===== src/rtl/order_scheduler.sv =====
// Round-robin scheduler that shares one matching engine between NUM_REQ order sources.
// Optional build macro SELL_PRIORITY_EN: pending sells are arbitrated ahead of buys.
module order_scheduler #(
  parameter int NUM_REQ = 4,
  parameter int PRICE_W = 8,
  parameter int TIMEOUT = 15
) (
  input  logic                       clk_50,
  input  logic                       reset,
  input  logic [NUM_REQ-1:0]         req,
  input  logic [NUM_REQ-1:0]         req_side,
  input  logic [NUM_REQ*PRICE_W-1:0] req_price,
  input  logic                       halt,
  input  logic                       eng_ready,
  input  logic                       eng_done,
  input  logic                       eng_match,
  output logic                       ord_valid,
  output logic                       ord_side,
  output logic [PRICE_W-1:0]         ord_price,
  output logic [NUM_REQ-1:0]         grant,
  output logic [NUM_REQ-1:0]         ack,
  output logic                       busy,
  output logic                       timeout_err,
  output logic [7:0]                 match_total
);

  localparam int IDX_W = (NUM_REQ > 1) ? $clog2(NUM_REQ) : 1;

  typedef enum logic [1:0] {IDLE, ISSUE, WAIT} state_t;

  state_t               state_reg, state_next;
  logic [IDX_W-1:0]     rr_ptr_reg;
  logic [IDX_W-1:0]     idx_reg;
  logic                 side_reg;
  logic [PRICE_W-1:0]   price_reg;
  logic [NUM_REQ-1:0]   grant_reg;
  logic [NUM_REQ-1:0]   ack_reg;
  logic [7:0]           cnt_reg;
  logic [7:0]           match_reg;
  logic                 terr_reg;

  logic [IDX_W:0]       pick;
  logic                 pick_found;
  logic [IDX_W-1:0]     pick_idx;
  logic [PRICE_W-1:0]   price_arr [NUM_REQ];
  logic                 timed_out;

  genvar gi;
  generate
    for (gi = 0; gi < NUM_REQ; gi++) begin : g_price
      assign price_arr[gi] = req_price[gi*PRICE_W +: PRICE_W];
    end
  endgenerate

  // Returns {found, index} of the first set mask bit after ptr, wrapping.
  function automatic logic [IDX_W:0] rr_pick(input logic [NUM_REQ-1:0] mask,
                                             input logic [IDX_W-1:0]   ptr);
    logic             found;
    logic [IDX_W-1:0] idx;
    logic [NUM_REQ-1:0] sh;
    int               j;
    found = 1'b0;
    idx   = '0;
    for (int k = 1; k <= NUM_REQ; k++) begin
      j  = (int'(ptr) + k) % NUM_REQ;
      sh = mask >> j;
      if (!found && sh[0]) begin
        found = 1'b1;
        idx   = IDX_W'(j);
      end
    end
    return {found, idx};
  endfunction

  always_comb begin
    pick = '0;
`ifdef SELL_PRIORITY_EN
    pick = rr_pick(req & ~req_side, rr_ptr_reg);
    if (!pick[IDX_W])
      pick = rr_pick(req, rr_ptr_reg);
`else
    pick = rr_pick(req, rr_ptr_reg);
`endif
  end

  assign pick_found = pick[IDX_W];
  assign pick_idx   = pick[IDX_W-1:0];
  assign timed_out  = (cnt_reg == 8'(TIMEOUT - 1));

  always_ff @(posedge clk_50 or posedge reset) begin
    if (reset)
      state_reg <= IDLE;
    else
      state_reg <= state_next;
  end

  always_comb begin
    state_next = state_reg;
    case (state_reg)
      IDLE:    if (pick_found && !halt) state_next = ISSUE;
      // A same-cycle eng_ready beats halt: the handshake has already happened.
      ISSUE:   if (eng_ready) state_next = WAIT;
               else if (halt) state_next = IDLE;
      WAIT:    if (eng_done || timed_out) state_next = IDLE;
      default: state_next = IDLE;
    endcase
  end

  always_comb begin
    ord_valid = (state_reg == ISSUE);
    busy      = (state_reg != IDLE);
  end

  always_ff @(posedge clk_50 or posedge reset) begin
    if (reset) begin
      rr_ptr_reg <= IDX_W'(NUM_REQ - 1);
      idx_reg    <= '0;
      side_reg   <= 1'b0;
      price_reg  <= '0;
      grant_reg  <= '0;
      ack_reg    <= '0;
      cnt_reg    <= '0;
      match_reg  <= '0;
      terr_reg   <= 1'b0;
    end else begin
      ack_reg <= '0;
      cnt_reg <= (state_reg == WAIT) ? cnt_reg + 8'd1 : 8'd0;

      if (state_reg == IDLE && state_next == ISSUE) begin
        idx_reg   <= pick_idx;
        side_reg  <= req_side[pick_idx];
        price_reg <= price_arr[pick_idx];
      end

      if (state_next == IDLE)
        grant_reg <= '0;
      else if (state_reg == IDLE)
        grant_reg <= NUM_REQ'(1) << pick_idx;

      if (state_reg == ISSUE && eng_ready) begin
        ack_reg    <= grant_reg;
        rr_ptr_reg <= idx_reg;
      end

      if (state_reg == WAIT) begin
        if (eng_done) begin
          if (eng_match && match_reg != 8'hFF)
            match_reg <= match_reg + 8'd1;
        end else if (timed_out) begin
          terr_reg <= 1'b1;
        end
      end
    end
  end

  assign ord_side    = side_reg;
  assign ord_price   = price_reg;
  assign grant       = grant_reg;
  assign ack         = ack_reg;
  assign timeout_err = terr_reg;
  assign match_total = match_reg;

endmodule


===== config.mk =====
export PLATFORM = sky130hd
export DESIGN_NAME = order_scheduler
export DESIGN_NICKNAME = d
export VERILOG_FILES = /design/src/rtl/order_scheduler.sv
export SDC_FILE = /design/constraint.sdc
export NUM_CORES = 1
export LEC_CHECK = 0
export ABC_AREA = 1
export CORE_UTILIZATION = 48
export CTS_BUF_LIST = sky130_fd_sc_hd__clkbuf_8 sky130_fd_sc_hd__clkbuf_16
export DETAILED_ROUTE_END_ITERATION = 12
export MAX_ROUTING_LAYER = met4
export PLACE_DENSITY = 0.84
export SYNTH_ARGS = -nofsm -noshare
export SYNTH_HDL_FRONTEND = slang
export SYNTH_SLANG_ARGS = --single-unit

===== constraint.sdc =====
create_clock -name clk_50 -period 2.49 [get_ports clk_50]
set_clock_uncertainty 0.2 [all_clocks]
set_input_delay 0.3735 -clock clk_50 [delete_from_list [all_inputs] [get_ports clk_50]]
set_output_delay 0.3735 -clock clk_50 [all_outputs]
set_load 0.1 [all_outputs]

# Yosys cells after proc, flatten, opt, wreduce, memory -nomap -nowiden
# Cells that the tools add are included.
[totals]
ram_bits = 0
word_cells = 78
latchBits = 0
n_memories = 0
input_bits = 46
output_inout_bits = 28
ff_bits = 40
mem_bits_ro = 0
[op_classes]
div = 0
add_sub_neg = 6
shift = 5
bitwise = 6
multipliers = 0
n_eq_ne = 5
order_cmp = 2
n_mux = 22
n_reduce_logical = 22
[ops]
columns = ["operator", "count"]
rows = [
  ["right shift 4 x 32 -> 1 bit", 4],
  ["2-to-1 mux 8 bit", 3],
  ["adder 8 x 1 -> 8 bit (second input constant)", 2],
  ["binary-select mux 8 bit (select 2 bit)", 1],
  ["2-to-1 mux 2 bit", 8],
  ["2-to-1 mux 4 bit", 3],
  ["== test 8 x 4 -> 1 bit (second input constant)", 1],
  ["!= test 8 bit (second input constant)", 1],
  ["OR reduction 2 bit", 4],
  ["logical AND 1 bit", 7],
  ["case mux 2 bit (3 select lines)", 1],
  ["AND reduction 3 bit", 2],
  ["2-to-1 mux 1 bit", 5],
  ["adder 2 x 1 -> 2 bit (second input constant)", 2],
  ["adder 2 bit (second input constant)", 2],
  ["bitwise AND 1 bit (first input constant)", 4],
  ["== test 2 x 1 -> 1 bit (second input constant)", 2],
  ["zero test 1 bit", 4],
  ["zero test 2 bit", 2],
  ["nonzero test 2 bit", 2],
  ["<< shifter 1 x 2 -> 4 bit (first input constant)", 1],
  ["greater-or-equal comparator 3 bit (second input constant)", 1],
  ["less-than comparator 2 x 3 -> 1 bit (second input constant)", 1],
  ["NOT 2 -> 3 bit", 1],
  ["other kinds (4)", 4],
]

# Depth between registers and ports, before layout
# Gate-level depths: netlist (run 1).
[depth]
ltp_word = 19
ltp_mapped = 17
ltp_nobuf = 15

# Worst setup path after synthesis (run 1)
# No wires, ideal clock.
[synth_path]
path_type = "register to register"
from = "reg state_reg[1]"
to = "reg grant_reg[0] (netlist: grant[0])"
required_ns = 2.221
path_buffers = 0
stages_incl_launch_ff = 6
setup_ns = 0.069
t_arrival_ns = 2.643
setup_slack_ns = -0.422
period_less_slack_ns = 2.912
cell_sequence = "dfrtp_1 nor2_1 nand2_1 nand3_1 nand3_1 nand2_1"
[synth_between]
word_cells_on_any_way = 11
cone_classes = "2 x eq/ne; 6 x mux; 3 x reduce/logical"
[synth_rtl]
columns = ["element", "line", "text"]
rows = [
  ["start, declared", "31", "state_t state_reg, state_next;"],
  ["start signal, assigned", "94", "state_reg <= state_next;"],
  ["== test 2 x 1 -> 1 bit (*)", "n/a", ""],
  ["via ord_valid", "17", "output logic ord_valid,"],
  ["case mux 2 bit (3 select lines) (*)", "99", "case (state_reg)"],
  ["zero test 2 bit (*)", "135", "if (state_next == IDLE)"],
  ["2-to-1 mux 4 bit / nonzero test 2 bit (equally long branches)", "n/a", ""],
  ["end signal, assigned", "138", "grant_reg <= NUM_REQ'(1) << pick_idx;"],
  ["end, declared", "36", "logic [NUM_REQ-1:0] grant_reg;"],
]
# Mark *: on every way through the listed nets, which the timed path passes. The rest lies on a longest branch.
# A chain may end at the register's enable or synchronous reset.

# Final worst setup path (run 1)
[layout_path]
from = "reg rr_ptr_reg[0]"
to = "reg price_reg[3] (netlist: ord_price[3])"
[layout_between]
elab_chain_len = 19
word_cells_on_any_way = 39
cone_classes = "4 x add/sub; 1 x eq/ne; 4 x shift; 13 x mux; 5 x bitwise; 12 x reduce/logical"
[layout_lines]
columns = ["element", "line", "text"]
rows = [
  ["start, declared", "32", "logic [IDX_W-1:0] rr_ptr_reg;"],
  ["start signal, assigned", "116", "rr_ptr_reg <= IDX_W'(NUM_REQ - 1);"],
  ["start signal, assigned", "142", "rr_ptr_reg <= idx_reg;"],
  ["adder 2 x 1 -> 2 bit", "65", "j = (int'(ptr) + k) % NUM_REQ;"],
  ["OR reduction 2 bit (no source line)", "n/a", ""],
  ["bitwise AND 1 bit (no source line)", "n/a", ""],
  ["right shift 4 x 32 -> 1 bit", "66", "sh = mask >> j;"],
  ["2-to-1 mux 1 bit", "67", "if (!found && sh[0]) begin"],
  ["zero test 1 bit", "67", ""],
  ["logical AND 1 bit", "67", ""],
  ["2-to-1 mux 1 bit", "67", ""],
  ["[4 not listed]", "n/a", ""],
  ["logical AND 1 bit", "67", ""],
  ["2-to-1 mux 1 bit (*)", "67", ""],
  ["logical AND 1 bit (*)", "100", "IDLE: if (pick_found && !halt) state_next = ISSUE;"],
  ["2-to-1 mux 2 bit (*)", "100", ""],
  ["case mux 2 bit (3 select lines) (*)", "99", ""],
  ["via state_next[0]", "31", ""],
  ["== test 2 x 1 -> 1 bit (*)", "129", "if (state_reg == IDLE && state_next == ISSUE) begin"],
  ["logical AND 1 bit (*)", "129", ""],
  ["end signal, assigned", "132", "price_reg <= price_arr[pick_idx];"],
  ["end, declared", "35", "logic [PRICE_W-1:0] price_reg;"],
]
# Mark *: on every way through the listed nets, which the timed path passes. The rest lies on a longest branch. The select of a mux whose other input is x is not followed.

==> results.toml, run 1 <==
[place]
placed_area_um2 = 3187
dp_hpwl_um = 4334
placedCellCount = 470
port_buffers = 73
routabilityCongestion = 0.8610

[routing]
wl_met2_um = 3092
m1WireLength_um = 2528
via_count = 2437
vias_per_cell = 5.067
wl_per_cell_um = 12.62
drc_errors = 0
top_layer = "met4"
detail-route-antenna-nets = 0
drt-pass1-iter-count = 4
wl_met3_um = 303
drt_iter0_drc = 146
wl_um = 6072

[synth]
synth_top_area_cell = "dfrtp_1"
synth_edf_count = 0
ys_top_cells_by_area = "dfrtp_1 (38%), nand2_1 (18%), nand2_2 (6.3%)"
async_reset_ff_share_pct = 100.0
ys_ff_latch = 40
synth_most_common_cell = "nand2_1"
ys_top_cells_by_count = "nand2_1 (122), dfrtp_1 (38), inv_1 (30), nand2_2 (25)"
synth_cells = 334
synth_cell_types = 30
synth.avg_cell_area_um2 = 7.459
netlist_area_um2 = 2491
synth-main-ff-cell = "dfrtp_1"
syn_nets = 383
yosysWarnings = 0
seq_area_frac_synth_pct = 40.28
synth_top_area_share_pct = 38.17

[status]
status = "finished clean"

[grt]
grt_max_degree = 41
first_global_vias = 2222
grt_pass1_wl_um = 9618
antenna_found_initial = 0
overflow = 0
track_usage_pct = 23.39

[timing]
tns_ns = 0
fin_crit_sh_pct = 94.52
slew_viol_final = 0
rsz0062_at_grt = "false"
relSlewSlack_pct = 66.93
worst_slew_pin_slew_ns = 0.4960
setup_viol = 0
min_period_ns = 2.354
hold_viol = 0
fmax_ghz = 0.4249

[floorplanning]
core_um2 = 4848
dieArea_um2 = 5482
start_util_pct = 51.38
die_w_um = 74.04
die_h_um = 74.04
io_pins = 74
row_count = 25

[critical_path]
r2r_cells = 15
cp-start-kind = "register"
reg2reg_from = "rr_ptr_reg[0]"
cp_num_cells = 15
crit_path_start = "rr_ptr_reg[0]"
r2r_slack_ns = 0.14
critical-path-max-stage-delay_ns = 0.61
setup.worst_path.end_class = "register"
endpoint = "ord_price[3]"
path_buf_inv = 4
path_class = "reg2reg"
r2r_end = "ord_price[3]"
critical_path.top_delay_family = "simple AND/OR/NAND/NOR gates"
path_max_fanout = 8
cp_common_cell = "nand2_1"
path_cells = "clkbuf_2 -> nand2_1 -> nand2_2 -> nand2_1 -> nand2_2 -> inv_2 -> nand3_4 -> nand2_1 -> nand2_1 -> nand2_1 -> inv_2 -> nand2_4 -> buf_4 -> nand2_1 -> nand2_1"
arrival_ns = 2.33
crit_slowest_cell = "dfstp_2"
crit_required_ns = 2.47

[cells_and_area]
syn2layout_area_growth_pct = 34.00
final_nets = 462
insertedDiodeCount = 0
drive_gt1_share_pct = 21.98
nFillCells = 408
design_area_um2 = 3338
stdcell_count = 481

[clock_tree]
cts_buffer_depth = 2
clock_latency_ns = 0.29
clk_pin_slew_ns = 0.08
clock_sinks = 40
cts_tree = "yes"
htreeDepth = 2
root_buffer = "clkbuf_8"
cts_buffers = 5

[hold_path]
min_from = "timeout_err"
holdCritPathClass = "reg2reg"

[run]
cap_viol_max_count = 0
[logic make-up (layout without fill, tap and decap cells)]
family | Yosys count | count (layout) | synth area share, %
DFF | 40 | 40 | 40.28
and+or+nand+nor | 223 | 224 | 42.94
xor gates and xnor gates | 7 | 7 | 2.461
AOI/OAI and AO/OA | 14 | 14 | 3.114
buffers and inverters | 47 | 126 | 9.694
adders and majority gates | 3 | 3 | 1.507
[stage by stage]
step | hold slack (ns) | utilization (%) | setup slack (ns)
final | 0.2746 | 68.85 | 0.1364
after global routing | 0.2946 | 68.85 | 0.01406
after CTS | 0.2807 | 68.03 | 0.1019
after detailed placement | 0.2629 | 65.73 | -0.00009015
after global placement | 0.2575 | 65.73 | 0.06706
after floorplan | 0.2523 | - | 0.1594
[metal layers]
layer,GRT usage [%],vias to the layer above
met4,7.479,0
met1,29.82,1120
met3,3.388,16
li1,-,1211
met2,38.38,90
met5,-,-
[worst min path at each step]
stage	endpoint	cells after the start
global route	timeout_err	1
CTS	timeout_err	1
floorplan	cnt_reg[0]	1
finish	timeout_err	1
detailed placement	timeout_err	1
global placement	timeout_err	1
[cell type report]
type                    instances  area [um2]  share of cell area [%]
clock buffers                   5       68.82                   2.061
clock inverters                 3       42.54                   1.274
inverters                      36       142.6                   4.273
multi-input cells             248        1271                   38.08
flip-flops and latches         40        1003                   30.06
well taps                      67       83.83                   2.511
repair buffers                 82       725.7                   21.74
[repair_timing]
item                                    4_1_cts  5_1_grt
buffers inserted                              0        2
hold buffers                                  0        0
resized for setup                             0        5
endpoints found under the setup margin        0       12
[placed cells by master (no fill, tap or decap), types with 2 or more instances in the layout]
master,count
inv_1,30
xor2_1,4
dfstp_2,2
dfrtp_1,38
ha_1,3
nor3_1,5
clkbuf_8,5
buf_4,36
nand2_4,5
o21ai_0,6
inv_2,4
a21oi_1,6
nand2_2,24
nand4_1,20
nor2_1,19
nand3_1,20
clkdlybuf4s50_1,45
nand2_1,122
nand3_4,3
xnor2_1,3
Power of run 1 is not shown: default switching activity piles up to over one toggle a cycle in this logic, so the estimate is an artifact.
==> run 2, diff against run 1 <==
CORE_UTILIZATION = 43   (was 48)
PLACE_DENSITY = 0.8   (was 0.84)
clock period = 2 ns   (was 2.49 ns; I/O delays follow)
==> run 2 against run 1 <==
The run now ends with negative setup slack left. Count of clock-buffer cells in the layout is 2 higher. Maximum frequency grew 9.8%. Register-to-register slack got worse by 0.28 ns. Cell count up 4.2%. Critical path depth unchanged.
==> results.toml, run 2 (synthesized netlist as in run 1, its figures left out) <==
[critical_path]
cp-start-kind = "register"
crit_required_ns = 1.98
path_class = "reg2reg"
arrival_ns = 2.12
crit_slowest_cell = "dfstp_2"
setup.worst_path.end_class = "register"
path_cells = "buf_4 -> nand2_1 -> nand2_4 -> nand2_2 -> nand2_2 -> inv_2 -> nand3_4 -> nand2_2 -> nand2_2 -> nand2_2 -> inv_2 -> nand2_4 -> buf_12 -> nand2_1 -> o21ai_0"
cp_num_cells = 15
cp_common_cell = "nand2_2"
path_max_fanout = 13
path_buf_inv = 4
r2r_cells = 15
critical-path-max-stage-delay_ns = 0.56
critical_path.top_delay_family = "simple AND/OR/NAND/NOR gates"

[cells_and_area]
seqCellArea_um2 = 1018
final_cell_mix = "nand2_1 (108), clkdlybuf4s50_1 (45), buf_12 (31), dfrtp_1 (30), inv_1 (29)"
insertedDiodeCount = 0
final_nets = 477
multiInputGateArea_um2 = 1374
stdcell_count = 501
syn2layout_area_growth_pct = 61.38
drive_gt1_share_pct = 31.24
mostFrequentLayoutCell = "nand2_1"
nFillCells = 403

[place]
routabilityCongestion = 0.8564
dp_hpwl_um = 4620
port_buffers = 73
placedCellCount = 487

[timing]
relSlewSlack_pct = 68.28
fmax_ghz = 0.4664
tns_ns = -1.725
min_period_ns = 2.144
rsz0062_at_grt = "true"
hold_viol = 0
fin_crit_sh_pct = 107.2
setup_viol = 15
worst_slew_pin_slew_ns = 0.4714
setup_slack_ns = -0.1439
slew_viol_final = 0

[clock_tree]
clock_latency_ns = 0.29
cts_buffers = 5
clock_sinks = 40
htreeDepth = 2
cts_buffer_depth = 2
root_buffer = "clkbuf_8"
clk_pin_slew_ns = 0.08
cts_tree = "yes"

[grt]
overflow = 0
antenna_found_initial = 0
grt_max_degree = 41
track_usage_pct = 22.14
grt_pass1_wl_um = 10650
first_global_vias = 2444

[routing]
drt_iter0_drc = 92
drc_errors = 0
wl_per_cell_um = 12.54
vias_per_cell = 4.932
detail-route-antenna-nets = 0
drt-pass1-iter-count = 4
via_count = 2471
wl_um = 6282

[hold_path]
holdCritPathClass = "in2async"

[run]
cap_viol_max_count = 0

[floorplanning]
row_count = 27
core_um2 = 5540
start_util_pct = 44.96
dieArea_um2 = 6102
die_w_um = 78.12
die_h_um = 78.12
io_pins = 74

[status]
status = "complete, but fails checks"
violations = "negative setup slack"
## run 2: cell count changes in the layout (fill, tap and decap cells not counted), moves of 3 or more
cell,delta
nand2_1,-14
dfrtp_2,+6
buf_4,-17
buf_12,+31
dfrtp_1,-8
nand2_2,+3
nand2_4,+11
## run 2: tightest hold or removal path, delay by kind of cell
kind,cells,cell delay [ns]
buf+inv,3,0.71
## run 2: path summary, 6_finish.rpt
kind,slack [ns],endpoint,start
setup / recovery,-0.14,idx_reg[1],rr_ptr_reg[0]
hold / removal,0.16,cnt_reg[0],reset
setup reg to reg,-0.14,idx_reg[1],rr_ptr_reg[0]
hold reg to reg,0.29,cnt_reg[0],cnt_reg[0]
max in group asynchronous,1.19,rr_ptr_reg[0],reset
min in group clk_50,0.29,cnt_reg[0],cnt_reg[0]
## run 2: stage by stage
stage | setup slack [ns] | hold WS (ns) | utilization, % | instance area (um2)
6_report | -0.1439 | 0.1554 | 72.56 | 4020
2_1_floorplan | -0.03853 | 0.2524 | - | 2531
3_5_place_dp | -0.3012 | 0.2783 | 66.71 | 3696
4_1_cts | -0.1402 | 0.1628 | 70.08 | 3882
5_1_grt | -0.2673 | 0.2106 | 72.56 | 4020
3_3_place_gp | -0.2818 | 0.2672 | 66.71 | 3696
## run 2: repair_timing
| item | in CTS | in global routing |
|---|---|---|
| endpoints found under the setup margin | 15 | 18 |
| buffers inserted | 3 | 2 |
| endpoints found under the hold margin | 0 | 0 |
| gates cloned | 0 | 1 |
| hold buffers | 0 | 0 |
| resized for setup | 9 | 28 |
## run 2: per-layer routing
metal	vias to the layer above	track usage (%)	part of all wire [%]
li1	1245	-	-
met2	64	37.89	50
met5	-	-	0
met4	0	5.741	1.3
met3	11	3.256	4.5
met1	1151	27.46	44
## run 2: area by class of cell
type,count,area share [%]
clock buffers,7,2.397
clock inverters,1,0.7470
inverters,36,3.735
multi-input cells,247,34.17
flip-flops and latches,40,25.33
well taps,72,2.241
repair buffers,98,31.37
Power of run 2 is left out for the same reason.
==> run 3, diff against run 2 <==
CORE_ASPECT_RATIO = 0.7   (was default)
clock period = 1.7 ns   (was 2 ns; I/O delays follow)
==> run 3 against run 2 <==
The run still ends with negative setup slack left. Cell count up 4.4%. Non-clock buffer count up 22. First-iteration DRC count up 84%. Core utilization up 5.8 points. Flip-flop and latch count unchanged. Count of clock-buffer cells in the layout down 2. Routed wire length up 12%. Register-to-register slack worse by 0.34 ns. Maximum frequency down 1.8%. Via count up 5.9%. Worst hold slack worse by 0.045 ns. Sequential share of layout area down 1.1 points. Critical endpoint is now ord_price[7].
==> results.toml, run 3 (synthesized netlist as in run 1, its figures left out) <==
[status]
status = "complete, but fails checks"
violations = "negative setup slack"

[critical_path]
cp_common_cell = "nand2_1"
path_class = "reg2reg"
crit_required_ns = 1.69
critical_path.top_delay_family = "simple AND/OR/NAND/NOR gates"
path_cells = "buf_12 -> inv_12 -> nand2_2 -> nand2_1 -> nand2_1 -> nand2_1 -> nand2_4 -> nand2_2 -> nand2_4 -> nand3_4 -> buf_12 -> nand2_2 -> nand2_1 -> nand2_1 -> nand2_1 -> nand2_1 -> nand2_1"
path_max_fanout = 18
crit_slowest_cell = "dfstp_2"
setup.worst_path.end_class = "register"
crit_path_start = "rr_ptr_reg[0]"
reg2reg_from = "rr_ptr_reg[0]"
arrival_ns = 2.17
critical-path-max-stage-delay_ns = 0.57
r2r_slack_ns = -0.48
path_buf_inv = 3
cp-start-kind = "register"

[grt]
first_global_vias = 2575
grt_max_degree = 41
overflow = 0
track_usage_pct = 25.54
grt_pass1_wl_um = 11850
antenna_found_initial = 0

[place]
placedCellCount = 500
routabilityCongestion = 0.8518
port_buffers = 73
dp_hpwl_um = 5068

[cells_and_area]
insertedDiodeCount = 0
mostFrequentLayoutCell = "nand2_1"
final_nets = 499
syn2layout_area_growth_pct = 69.76
nFillCells = 356
stdcell_count = 523
final_util_pct = 78.39
final_cell_mix = "nand2_1 (110), clkdlybuf4s50_1 (45), buf_4 (35), buf_12 (33), dfrtp_1 (30)"
drive_gt1_share_pct = 35.70

[timing]
relSlewSlack_pct = 70.94
slew_viol_final = 0
setup_viol = 23
fmax_ghz = 0.4579
tns_ns = -7.288
rsz0062_at_grt = "true"
fin_crit_sh_pct = 128.5
hold_viol = 0
worst_slew_pin_slew_ns = 0.4319
setup_slack_ns = -0.4837
min_period_ns = 2.184

[routing]
drt_iter0_drc = 169
via_count = 2616
drt-pass1-iter-count = 4
vias_per_cell = 5.002
detail-route-antenna-nets = 0
wl_um = 7054
drc_errors = 0
wl_per_cell_um = 13.49

[floorplanning]
row_count = 22
dieArea_um2 = 6107
start_util_pct = 46.17
die_w_um = 92.98
die_h_um = 65.68
core_um2 = 5395
io_pins = 74

[power_and_ir_drop]
vdd_drop_max_mv = 1.654
p_leak_nw = 2.128
powerDensity_nw_per_um2 = 2330

[run]
cap_viol_max_count = 0

[clock_tree]
htreeDepth = 2
cts_tree = "yes"
clock_sinks = 40
cts_buffer_depth = 2
cts_hold_buf = 0
cts_buffers = 5
root_buffer = "clkbuf_8"
clock_latency_ns = 0.30
clk_pin_slew_ns = 0.08

[hold_path]
holdCritPathClass = "in2async"
run 3: worst paths after layout:
| path | to | cells after the start |
|---|---|---|
| max in group asynchronous | rr_ptr_reg[1] | 3 |
| worst max register to register | ord_price[7] | 17 |
| worst min-delay path | grant[3] | 3 |
| min in group clk_50 | idx_reg[1] | 2 |
| worst max-delay path | ord_price[7] | 17 |
| worst min register to register | idx_reg[1] | 2 |
run 3: cell type report:
cell class,count,area (um2),area share (%)
Timing Repair Buffer,120,1453,34.35
Multi-Input combinational cell,247,1395,32.99
Clock inverter,3,38.79,0.9172
Tap cell,72,90.09,2.130
Sequential cell,40,1023,24.20
Inverter,36,160.2,3.787
Clock buffer,5,68.82,1.627
run 3: worst register-to-register path, delay by kind of cell, from the launching register on:
kind                   cells  cell delay [ns]
buffers and inverters      3             0.35
and+or+nand+nor           14             0.95
DFF                        1             0.57
run 3: where the power goes:
group	internal, mW	total, mW	switching [mW]
logic	2.93	7.48	4.56
clock network	0.430	0.767	0.338
registers	1.27	1.60	0.329
run 3: what timing repair did:
item	4_1_cts	5_1_grt
buffers inserted	12	4
setup endpoints to repair	25	27
endpoints found under the hold margin	0	0
resized for setup	27	8
pin swaps	8	10
run 3: routing by layer:
| metal | track usage (%) | part of all wire [%] |
|---|---|---|
| met1 | 32.72 | 42 |
| met4 | 7.115 | 1.3 |
| met2 | 41.91 | 50 |
| met3 | 4.630 | 6.3 |
| met5 | - | 0 |
run 3: stage by stage:
step | power (mW) | worst slack, ns | hold WS (ns) | area [um2]
finish | 9.855 | -0.4837 | 0.1106 | 4229
global placement | 8.303 | -0.4996 | 0.2804 | 3869
floorplan | 6.404 | -0.3366 | 0.2470 | 2597
detailed placement | 8.454 | -0.5297 | 0.2859 | 3869
global route | 10.49 | -0.6494 | 0.1511 | 4229
CTS | 9.678 | -0.4409 | 0.1178 | 4173
Power figures use the tool's default switching activity.
